<file path="src/rtl/pipe_elastic_chain_pkg.sv">
// Shared constants and types for the elastic pipeline chain and its output skid buffer.
package pipe_elastic_chain_pkg;

    localparam int unsigned SKID_DEPTH = 2;
    localparam int unsigned SKID_CNT_W = $clog2(SKID_DEPTH + 1);

    typedef logic [SKID_CNT_W-1:0] skid_cnt_t;

endpackage

</file>
<file path="src/rtl/pipe_elastic_chain_skid.sv">
// Two-entry output skid buffer with a registered in_ready, so that out_ready never reaches
// upstream combinationally.
module pipe_elastic_chain_skid
    import pipe_elastic_chain_pkg::*;
#(
    parameter int unsigned DATA_W = 32
) (
    input  logic              clk,
    input  logic              reset,
    input  logic              clear,
    input  logic              in_valid,
    output logic              in_ready,
    input  logic [DATA_W-1:0] in_data,
    output logic              out_valid,
    input  logic              out_ready,
    output logic [DATA_W-1:0] out_data,
    output skid_cnt_t         count_nxt_c
);

    skid_cnt_t         count_q;
    logic [DATA_W-1:0] head_q;
    logic [DATA_W-1:0] tail_q;
    logic              push;
    logic              pop;

    assign out_valid = (count_q != '0);
    assign out_data  = head_q;

    always_comb begin
        push        = in_valid & in_ready;
        pop         = out_ready & out_valid;
        count_nxt_c = count_q;
        if (reset || clear) begin
            count_nxt_c = '0;
        end else if (push && !pop) begin
            count_nxt_c = count_q + skid_cnt_t'(1);
        end else if (pop && !push) begin
            count_nxt_c = count_q - skid_cnt_t'(1);
        end
    end

    // head is the oldest entry; tail only ever holds the second item when head is stuck
    always_ff @(posedge clk) begin
        if (reset) begin
            count_q  <= '0;
            in_ready <= 1'b1;
            head_q   <= '0;
            tail_q   <= '0;
        end else begin
            count_q  <= count_nxt_c;
            in_ready <= (count_nxt_c < skid_cnt_t'(SKID_DEPTH));
            if (!clear) begin
                if (push && ((count_q == '0) || ((count_q == skid_cnt_t'(1)) && pop))) begin
                    head_q <= in_data;
                end else if (pop && (count_q == skid_cnt_t'(SKID_DEPTH))) begin
                    head_q <= tail_q;
                end
                if (push && (count_q == skid_cnt_t'(1)) && !pop) begin
                    tail_q <= in_data;
                end
            end
        end
    end

endmodule

</file>
<file path="src/rtl/pipe_elastic_chain.sv">
// Elastic valid/ready register chain with per-stage kill, global flush and optional output
// skid buffer; bubbles collapse so the chain sustains one item per cycle.
module pipe_elastic_chain
    import pipe_elastic_chain_pkg::*;
#(
    parameter int unsigned DATA_W = 32,
    parameter int unsigned STAGES = 4,
    parameter bit          SKID   = 1'b0,
    localparam int unsigned OCC_W = $clog2(STAGES + 3)
) (
    input  logic              clk,
    input  logic              reset,
    input  logic              in_valid,
    output logic              in_ready,
    input  logic [DATA_W-1:0] in_data,
    input  logic [STAGES-1:0] flush,
    input  logic              flush_all,
    output logic              out_valid,
    input  logic              out_ready,
    output logic [DATA_W-1:0] out_data,
    output logic [STAGES-1:0] stage_valid,
    output logic [OCC_W-1:0]  occupancy
);

    logic [STAGES-1:0] valid_q;
    logic [STAGES-1:0] valid_nxt;
    logic [STAGES-1:0] ev;
    logic [STAGES:0]   ready;
    logic [STAGES:0]   prev;
    logic [DATA_W-1:0] data_q   [STAGES];
    logic [DATA_W-1:0] data_src [STAGES];
    logic              tail_ready;
    skid_cnt_t         skid_cnt_nxt;
    logic [OCC_W-1:0]  occ_nxt;

    assign stage_valid = valid_q;

    // ready ripples back from the tail; prev[k] is the effective valid arriving at stage k
    always_comb begin
        ev             = valid_q & ~flush;
        ready          = '0;
        ready[STAGES]  = tail_ready;
        for (int k = int'(STAGES) - 1; k >= 0; k--) begin
            ready[k] = ~ev[k] | ready[k+1];
        end
        in_ready  = ready[0] & ~flush_all & ~reset;
        prev      = {ev, in_valid};
        valid_nxt = valid_q;
        for (int k = 0; k < int'(STAGES); k++) begin
            if (ready[k]) begin
                valid_nxt[k] = prev[k];
            end
        end
        if (reset || flush_all) begin
            valid_nxt = '0;
        end
    end

    always_comb begin
        data_src[0] = in_data;
        for (int k = 1; k < int'(STAGES); k++) begin
            data_src[k] = data_q[k-1];
        end
    end

    always_comb begin
        occ_nxt = OCC_W'(skid_cnt_nxt);
        for (int k = 0; k < int'(STAGES); k++) begin
            occ_nxt = occ_nxt + OCC_W'(valid_nxt[k]);
        end
    end

    // data only moves when a live item arrives, so killed slots keep stale payload harmlessly
    always_ff @(posedge clk) begin
        if (reset) begin
            valid_q   <= '0;
            occupancy <= '0;
            for (int k = 0; k < int'(STAGES); k++) begin
                data_q[k] <= '0;
            end
        end else begin
            valid_q   <= valid_nxt;
            occupancy <= occ_nxt;
            for (int k = 0; k < int'(STAGES); k++) begin
                if (!flush_all && ready[k] && prev[k]) begin
                    data_q[k] <= data_src[k];
                end
            end
        end
    end

    generate
        if (SKID) begin : g_skid
            logic              skid_in_ready;
            logic              skid_valid;
            logic [DATA_W-1:0] skid_data;

            pipe_elastic_chain_skid #(
                .DATA_W (DATA_W)
            ) u_skid (
                .clk         (clk),
                .reset       (reset),
                .clear       (flush_all),
                .in_valid    (ev[STAGES-1] & ~flush_all),
                .in_ready    (skid_in_ready),
                .in_data     (data_q[STAGES-1]),
                .out_valid   (skid_valid),
                .out_ready   (out_ready),
                .out_data    (skid_data),
                .count_nxt_c (skid_cnt_nxt)
            );

            assign tail_ready = skid_in_ready;
            assign out_valid  = skid_valid & ~flush_all;
            assign out_data   = skid_data;
        end else begin : g_noskid
            assign tail_ready   = out_ready;
            assign out_valid    = ev[STAGES-1] & ~flush_all;
            assign out_data     = data_q[STAGES-1];
            assign skid_cnt_nxt = '0;
        end
    endgenerate

endmodule

</file>
<file path="config.mk">
export PLATFORM = sky130hd
export DESIGN_NAME = pipe_elastic_chain
export DESIGN_NICKNAME = d
export VERILOG_FILES = /design/src/rtl/pipe_elastic_chain_pkg.sv /design/src/rtl/pipe_elastic_chain_skid.sv /design/src/rtl/pipe_elastic_chain.sv
export SDC_FILE = /design/constraint.sdc
export NUM_CORES = 1
export LEC_CHECK = 0
export CORE_ASPECT_RATIO = 0.5
export CORE_UTILIZATION = 35
export CTS_CLUSTER_SIZE = 12
export DETAILED_ROUTE_END_ITERATION = 10
export PLACE_DENSITY = 0.53
export SLEW_MARGIN = 20
export SYNTH_ARGS = -nofsm -noshare
export SYNTH_HDL_FRONTEND = slang
export SYNTH_SLANG_ARGS = --single-unit
export TNS_END_PERCENT = 20
</file>
<file path="constraint.sdc">
create_clock -name clk -period 6.1 [get_ports clk]
set_input_delay 1.83 -clock clk [delete_from_list [all_inputs] [get_ports clk]]
set_output_delay 1.83 -clock clk [all_outputs]
set_load 0.05 [all_outputs]
</file>
After elaboration in Yosys (flattened, before gate mapping) --
Memories as Yosys holds them, arrays and structs flattened. Index checks and enable logic that the tools add are counted.
Operators by class: add/subtract/negate cells 3, mux-type cells 23, bitwise operators 19, reductions and logical operators 10
Operators by type and width (number):
- $mux 32 | 4
- $mux 1 | 18
- $logic_and 1x1->1 | 8
- $or 1x1->1 | 8
- $not 1->1 | 6
- $and 4x4->4 | 1
- $mux 4 | 1
- $not 4->4 | 1
- $add 2x1->3 | 1
- $add 3x1->3 | 1
- $and 1x1->1 | 3
- $add 1x1->2 | 1
- $logic_not 1->1 | 1
- $logic_or 1x1->1 | 1
Storage, ports and cells: flip-flop bits (word level) 7, RAM bits 128, input bits 41, word-level logic and storage cells 58, memories kept 1
Memory list:
- data_q | words 4, width 32, rd ports 4, clocked after Yosys merged registers in 0, write ports 4, line pipe_elastic_chain.sv:30 | logic [DATA_W-1:0] data_q [STAGES];

Depth between registers and ports, before layout --
Gate-level depths: netlist of run 1.
word-level depth 13, gate-level depth with buffers 8, gate-level depth less buffers 8

Worst setup path after synthesis of run 1 --
OpenSTA, ideal clock, no wires.
path type input-to-output, from input flush_all, to output in_ready, arrival time 3.084 ns, required time 4.270 ns, path slack 1.186 ns, cell stages on the path 3, cells stage by stage or2_2 buf_2 a31oi_1
Between the ends: word-level cells in the longest chain between the ends 3
RTL lines:
- start: declaration | line pipe_elastic_chain.sv:17 | input logic flush_all,
- $not 1->1 | line pipe_elastic_chain.sv:46 | in_ready = ready[0] & ~flush_all & ~reset;
- $and 1x1->1 (2 in a row) | line pipe_elastic_chain.sv:46
- end: declaration | line pipe_elastic_chain.sv:14 | output logic in_ready,
Every way passes these cells.

Final worst setup path of run 1 --
Same ends and word-level chain as after synthesis.

==> results.sh, run 1 <==
export IMPL_synth_seq_cells=135
export IMPL_setup_viol=0
export IMPL_ir_drop_mv=0.2055
export IMPL_synth_nets=364
export IMPL_synthCells=320
export IMPL_grt_total_usage_pct=10.78
export IMPL_r2r_start="stage_valid[3]"
export IMPL_hold_path_cell_count=1
export IMPL_nNetsFinal=454
export IMPL_min_delay_start="data_q[2][21]"
export IMPL_powerDensity_mw_per_mm2=310.0
export IMPL_fin_crit_ps=5682
export IMPL_initial_core_util_pct=35.93
export IMPL_synth_seq_area_share_pct=76.43
export IMPL_r2r_cells=8
export IMPL_dp_hpwl_um=5228
export IMPL_firstDrtPassIters=6
export IMPL_cpMostUsedCell="clkdlybuf4s50_1"
export IMPL_grt_pass1_vias=2533
export IMPL_path_cells="clkdlybuf4s50_1, or2_2, a31oi_1, clkdlybuf4s50_1"
export IMPL_hp_class="reg -> reg"
export IMPL_critPathRequiredTime_ps=4270
export IMPL_die_h_um=88.30
export IMPL_r2r_slack_ps=3380
export IMPL_slew_violations=0
export IMPL_cts_max_level=4
export IMPL_fmax_mhz=176.0
export IMPL_tightest_slew_ps=908.3
export IMPL_drt_wl_total_um=7680
export IMPL_synth_top_area_share_pct=73.74
export IMPL_diodes=0
export IMPL_vias_per_cell=4.094
export IMPL_fin_crit_sh_pct=93.15
export IMPL_ioPinCount=82
export IMPL_clockBufferDepth=2
export IMPL_cts_tree="built"
export IMPL_cts_sinks=135
export IMPL_synth_area_top_cells="edfxtp_1, and2_1, dfxtp_1"
export IMPL_grt_pass1_wl_um=12220
export IMPL_yosysTopAreaCell="edfxtp_1"
export IMPL_crit_fanout=8
export IMPL_worst_clock_skew_ps=9.765
export IMPL_die_area_mm2=0.01542
export IMPL_timing_rr_end="occupancy[1]"
export IMPL_hold_viol=0
export IMPL_async_flop_share_pct=0
export IMPL_wl_per_cell_um=12.41
export IMPL_clkTransAtPathRegs_ps=50
export IMPL_ctsResizeCount=0
export IMPL_post_place_ws_ps=432.2
export IMPL_drcViolationCount=0
export IMPL_numCtsBuffers=17
export IMPL_synthFlopType="edfxtp_1"
export IMPL_critPathBufInv=2
export IMPL_drive_gt1_share_pct=10.45
export IMPL_ant_nets=0
export IMPL_antenna_found_initial=0
export IMPL_rows=31
export IMPL_yosysUniqueCellTypes=32
export IMPL_fin_ws_ps=417.9
export IMPL_grt_max_degree=33
export IMPL_die_x_um=174.6
export IMPL_synthTopCellsByCount="and2_1, edfxtp_1, dfxtp_1"
export IMPL_core_mm2=0.01451
export IMPL_clock_latency_ps=400
export IMPL_leakage_nw=2.513
export IMPL_first_iter_violations=112
export IMPL_synth_edf_count=128
export IMPL_power_w=0.002107
export IMPL_io_buffers=81
export IMPL_outcome="finished, final reports clean"
export IMPL_start_kind="input port"
export IMPL_place_congestion=0.8084
export IMPL_slowest_stage="clkdlybuf4s50_1"
export IMPL_num_vias=2534
export IMPL_postCtsSetupRepairBufs=0
export IMPL_cts_root_buf="clkbuf_16"
export IMPL_cpLargestDelayFamily="buffers and inverters"
export IMPL_syn_area_mm2=0.005212
export IMPL_cp_end_kind="primary output"
export IMPL_synth_warnings=0
export IMPL_cap_violations=0
export IMPL_crit_path_start="flush_all"
export IMPL_path_class="in -> out"
export IMPL_hold_end="data_q[3][21]"
export IMPL_slowest_delay_ps=820
export IMPL_relSlewSlack_pct=39.25
export IMPL_rsz0062_at_grt="false"
export IMPL_avgSynthCellArea_um2=16.29
export IMPL_overflow=0
export IMPL_setup_tns_ps=0
export IMPL_holdBufCountCts=0
export IMPL_arrival_ps=3850
export IMPL_final_util_pct=46.85
export IMPL_areaGrowthSynthToFinish_pct=30.39
[logic make-up after synthesis]
kind of cell,share of synthesized area [%]
AOI/OAI and AO/OA,2.352
adders and majority gates,0.8641
buffers and inverters,2.040
DFF,76.43
and+or+nand+nor,18.32
[metal layers]
layer / share of wire [%] / wire length [µm] / vias up / GRT usage [%]
met5: 0 / 0 / - / 0
li1: - / - / 1302 / -
met2: 50 / 3804 / 69 / 18.87
met4: 1.9 / 148 / 0 / 5.613
met3: 5.6 / 427 / 15 / 4.296
met1: 43 / 3300 / 1148 / 11.58
[report_power, final]
part           internal [W]  switching [W]
Clock              0.000596       0.000358
Combinational     0.0000411      0.0000557
Sequential          0.00105     0.00000684
[flip-flops by register name, indices dropped and copies added, names as in the netlist]
name and cells:
occupancy 3, stage_valid 4, data_q 128
[area by class of cell]
| type | count | area, µm² |
|---|---|---|
| clock inverters | 12 | 128.9 |
| clock buffers | 18 | 429.2 |
| repair buffers | 85 | 840.8 |
| inverters | 4 | 15.01 |
| fillers | 1248 | 7710 |
| well taps | 198 | 247.7 |
| multi-input cells | 167 | 1151 |
| flip-flops and latches | 135 | 3984 |
[worst reg2reg max path: cells and delay by family, from the launching register on]
family / cells / cell delay (ps)
DFF: 1 / 340
buffers and inverters: 1 / 50
adders and majority gates: 3 / 990
AOI/OAI and AO/OA: 1 / 260
and+or+nand+nor: 3 / 1000
[cells in the final DEF, fill, tap and decap left out, types with 2 or more instances in the layout]
cell type / n
a21o_1: 2
clkdlybuf4s50_1: 81
or2_2: 2
nor2b_1: 5
inv_1: 4
clkinvlp_4: 2
edfxtp_1: 128
inv_6: 2
clkbuf_16: 17
bufinv_16: 2
nor2_1: 3
clkinv_2: 3
a21oi_1: 3
nand2_1: 2
dfxtp_1: 7
clkinv_4: 2
and2_1: 128
a31o_2: 2
nand2b_1: 3
ha_1: 2
buf_4: 4
[stage by stage]
step           instance area, µm²  hold slack, ps  cells
2_1_floorplan                5213           496.7    320
3_3_place_gp                 6230           503.0    589
3_5_place_dp                 6230           502.2    589
4_1_cts                      6788           516.3    619
5_1_grt                      6797           531.3    619
6_report                     6797           513.5    619
[how the worst max path moves through the flow]
| stage | endpoint | cells past startpoint |
|---|---|---|
| after CTS | in_ready | 4 |
| final | in_ready | 4 |
| after global placement | in_ready | 4 |
| after global routing | in_ready | 4 |
| after floorplan | in_ready | 3 |
| after detailed placement | in_ready | 4 |
Power figures use the tool's default switching activity.
==> run 2: changes to the inputs <==
--- a/constraint.sdc
+++ b/constraint.sdc
@@ -3,2 +3,2 @@
 set_output_delay 1.83 -clock clk [all_outputs]
-set_load 0.05 [all_outputs]
+set_load 0.1 [all_outputs]
==> results.sh, run 2 (synthesized netlist as in run 1, its figures left out) <==
export IMPL_rows=31
export IMPL_setup_tns_ps=0
export IMPL_grt_max_degree=33
export IMPL_cts_root_buf="clkbuf_16"
export IMPL_cp_depth=4
export IMPL_layout_common_cells="and2_1, edfxtp_1, clkdlybuf4s50_1"
export IMPL_ant_nets=0
export IMPL_largest_register_ffs=128
export IMPL_fin_crit_ps=5236
export IMPL_clkTransAtPathRegs_ps=50
export IMPL_finalInstanceArea_mm2=0.006805
export IMPL_hp_class="reg -> reg"
export IMPL_postCtsSetupRepairBufs=0
export IMPL_drive_gt1_share_pct=10.98
export IMPL_die_area_mm2=0.01542
export IMPL_cp_end_kind="primary output"
export IMPL_crit_path_start="reset"
export IMPL_path_cells="clkdlybuf4s50_1, or2_2, a31oi_1, buf_4"
export IMPL_antenna_found_initial=0
export IMPL_core_mm2=0.01451
export IMPL_cap_violations=0
export IMPL_r2r_cells=8
export IMPL_path_class="in -> out"
export IMPL_setup_viol=0
export IMPL_leakage_nw=2.519
export IMPL_drt_wl_total_um=7456
export IMPL_overflow=0
export IMPL_numCtsBuffers=17
export IMPL_rsz0062_at_grt="false"
export IMPL_clock_latency_ps=410
export IMPL_vias_per_cell=4.000
export IMPL_place_congestion=0.8141
export IMPL_clockBufferDepth=2
export IMPL_grt_pass1_vias=2428
export IMPL_die_h_um=88.30
export IMPL_r2r_slack_ps=3370
export IMPL_firstDrtPassIters=6
export IMPL_tightest_slew_ps=998.1
export IMPL_cpLargestDelayFamily="buffers and inverters"
export IMPL_fin_crit_sh_pct=85.84
export IMPL_r2r_start="stage_valid[3]"
export IMPL_ir_drop_mv=0.1785
export IMPL_io_buffers=81
export IMPL_dp_hpwl_um=5154
export IMPL_cts_tree="built"
export IMPL_start_kind="input port"
export IMPL_multi_input_area_mm2=0.001151
export IMPL_crit_fanout=11
export IMPL_wl_per_cell_um=12.08
export IMPL_largest_register="data_q"
export IMPL_first_iter_violations=103
export IMPL_cts_max_level=4
export IMPL_fmax_mhz=191.0
export IMPL_grt_total_usage_pct=10.41
export IMPL_cts_sinks=135
export IMPL_powerDensity_mw_per_mm2=318.4
export IMPL_arrival_ps=3410
export IMPL_diodes=0
export IMPL_final_util_pct=46.91
export IMPL_ctsResizeCount=0
export IMPL_die_x_um=174.6
export IMPL_placed_area_mm2=0.006217
export IMPL_critPathBufInv=2
export IMPL_relSlewSlack_pct=33.25
export IMPL_slew_violations=0
export IMPL_register_area_mm2=0.003984
export IMPL_num_vias=2468
export IMPL_slowest_delay_ps=610
export IMPL_drcViolationCount=0
export IMPL_slowest_stage="clkdlybuf4s50_1"
export IMPL_grt_pass1_wl_um=11720
export IMPL_fillCellCount=1261
export IMPL_timing_rr_end="occupancy[1]"
export IMPL_worst_clock_skew_ps=11.59
export IMPL_areaGrowthSynthToFinish_pct=30.56
export IMPL_crit_end="in_ready"
export IMPL_power_w=0.002167
export IMPL_outcome="finished, final reports clean"
export IMPL_nNetsFinal=453
export IMPL_critPathRequiredTime_ps=4270
export IMPL_holdBufCountCts=0
export IMPL_initial_core_util_pct=35.93
export IMPL_ioPinCount=82
export IMPL_hold_viol=0
## run 2: cell count changes in the layout (fill, tap and decap cells not counted), sizes merged
cell and delta:
clkdlybuf4s50 -2, clkinv -2, buf +1, bufinv +1, clkbuf -1, clkinvlp +1
## run 2: area by class of cell
type	instances	share of cell area (%)
Inverter	4	0.2206
Timing Repair Buffer	84	12.17
Multi-Input combinational cell	167	16.91
Tap cell	198	3.640
Clock buffer	17	6.251
Sequential cell	135	58.54
Clock inverter	12	2.261
## run 2: metal layers
layer  track usage [%]  routed length (µm)
met2             18.62                3755
met5                 0                   0
met4             5.771                 119
met3             3.651                 405
met1             11.10                3175
## run 2: per-stage QoR
stage,cells,setup WS [ps],hold WS (ps)
floorplan,320,227.9,496.7
finish,617,864.0,513.1
global placement,588,952.8,504.1
global route,617,755.3,529.8
detailed placement,588,880.8,501.4
CTS,617,882.6,514.6
## run 2: worst min path at each step
stage                          to  slack (ps)  depth (start not counted)           from
floorplan           data_q[1][10]         500                          1  data_q[0][10]
global placement     data_q[3][2]         500                          1   data_q[2][2]
detailed placement   data_q[3][2]         500                          1   data_q[2][2]
CTS                  data_q[3][4]         510                          1   data_q[2][4]
global route        data_q[2][20]         530                          1  data_q[1][20]
finish               data_q[3][4]         510                          1   data_q[2][4]
## run 2: report_power, final
part / leakage, nW / switching (W) / internal [W] / total (W)
Combinational: 0.828 / 0.0000796 / 0.0000404 / 0.000120
Sequential: 1.41 / 0.00000701 / 0.00105 / 0.00106
Clock: 0.277 / 0.000355 / 0.000635 / 0.000990
Total: 2.52 / 0.000441 / 0.00173 / 0.00217
==> run 3: changes to the inputs <==
Settings changed: ABC_CLOCK_PERIOD_IN_PS from default to 6100.
==> results of run 3 <==
Same layout as run 2: the final DEF is identical, and so are final timing and power.
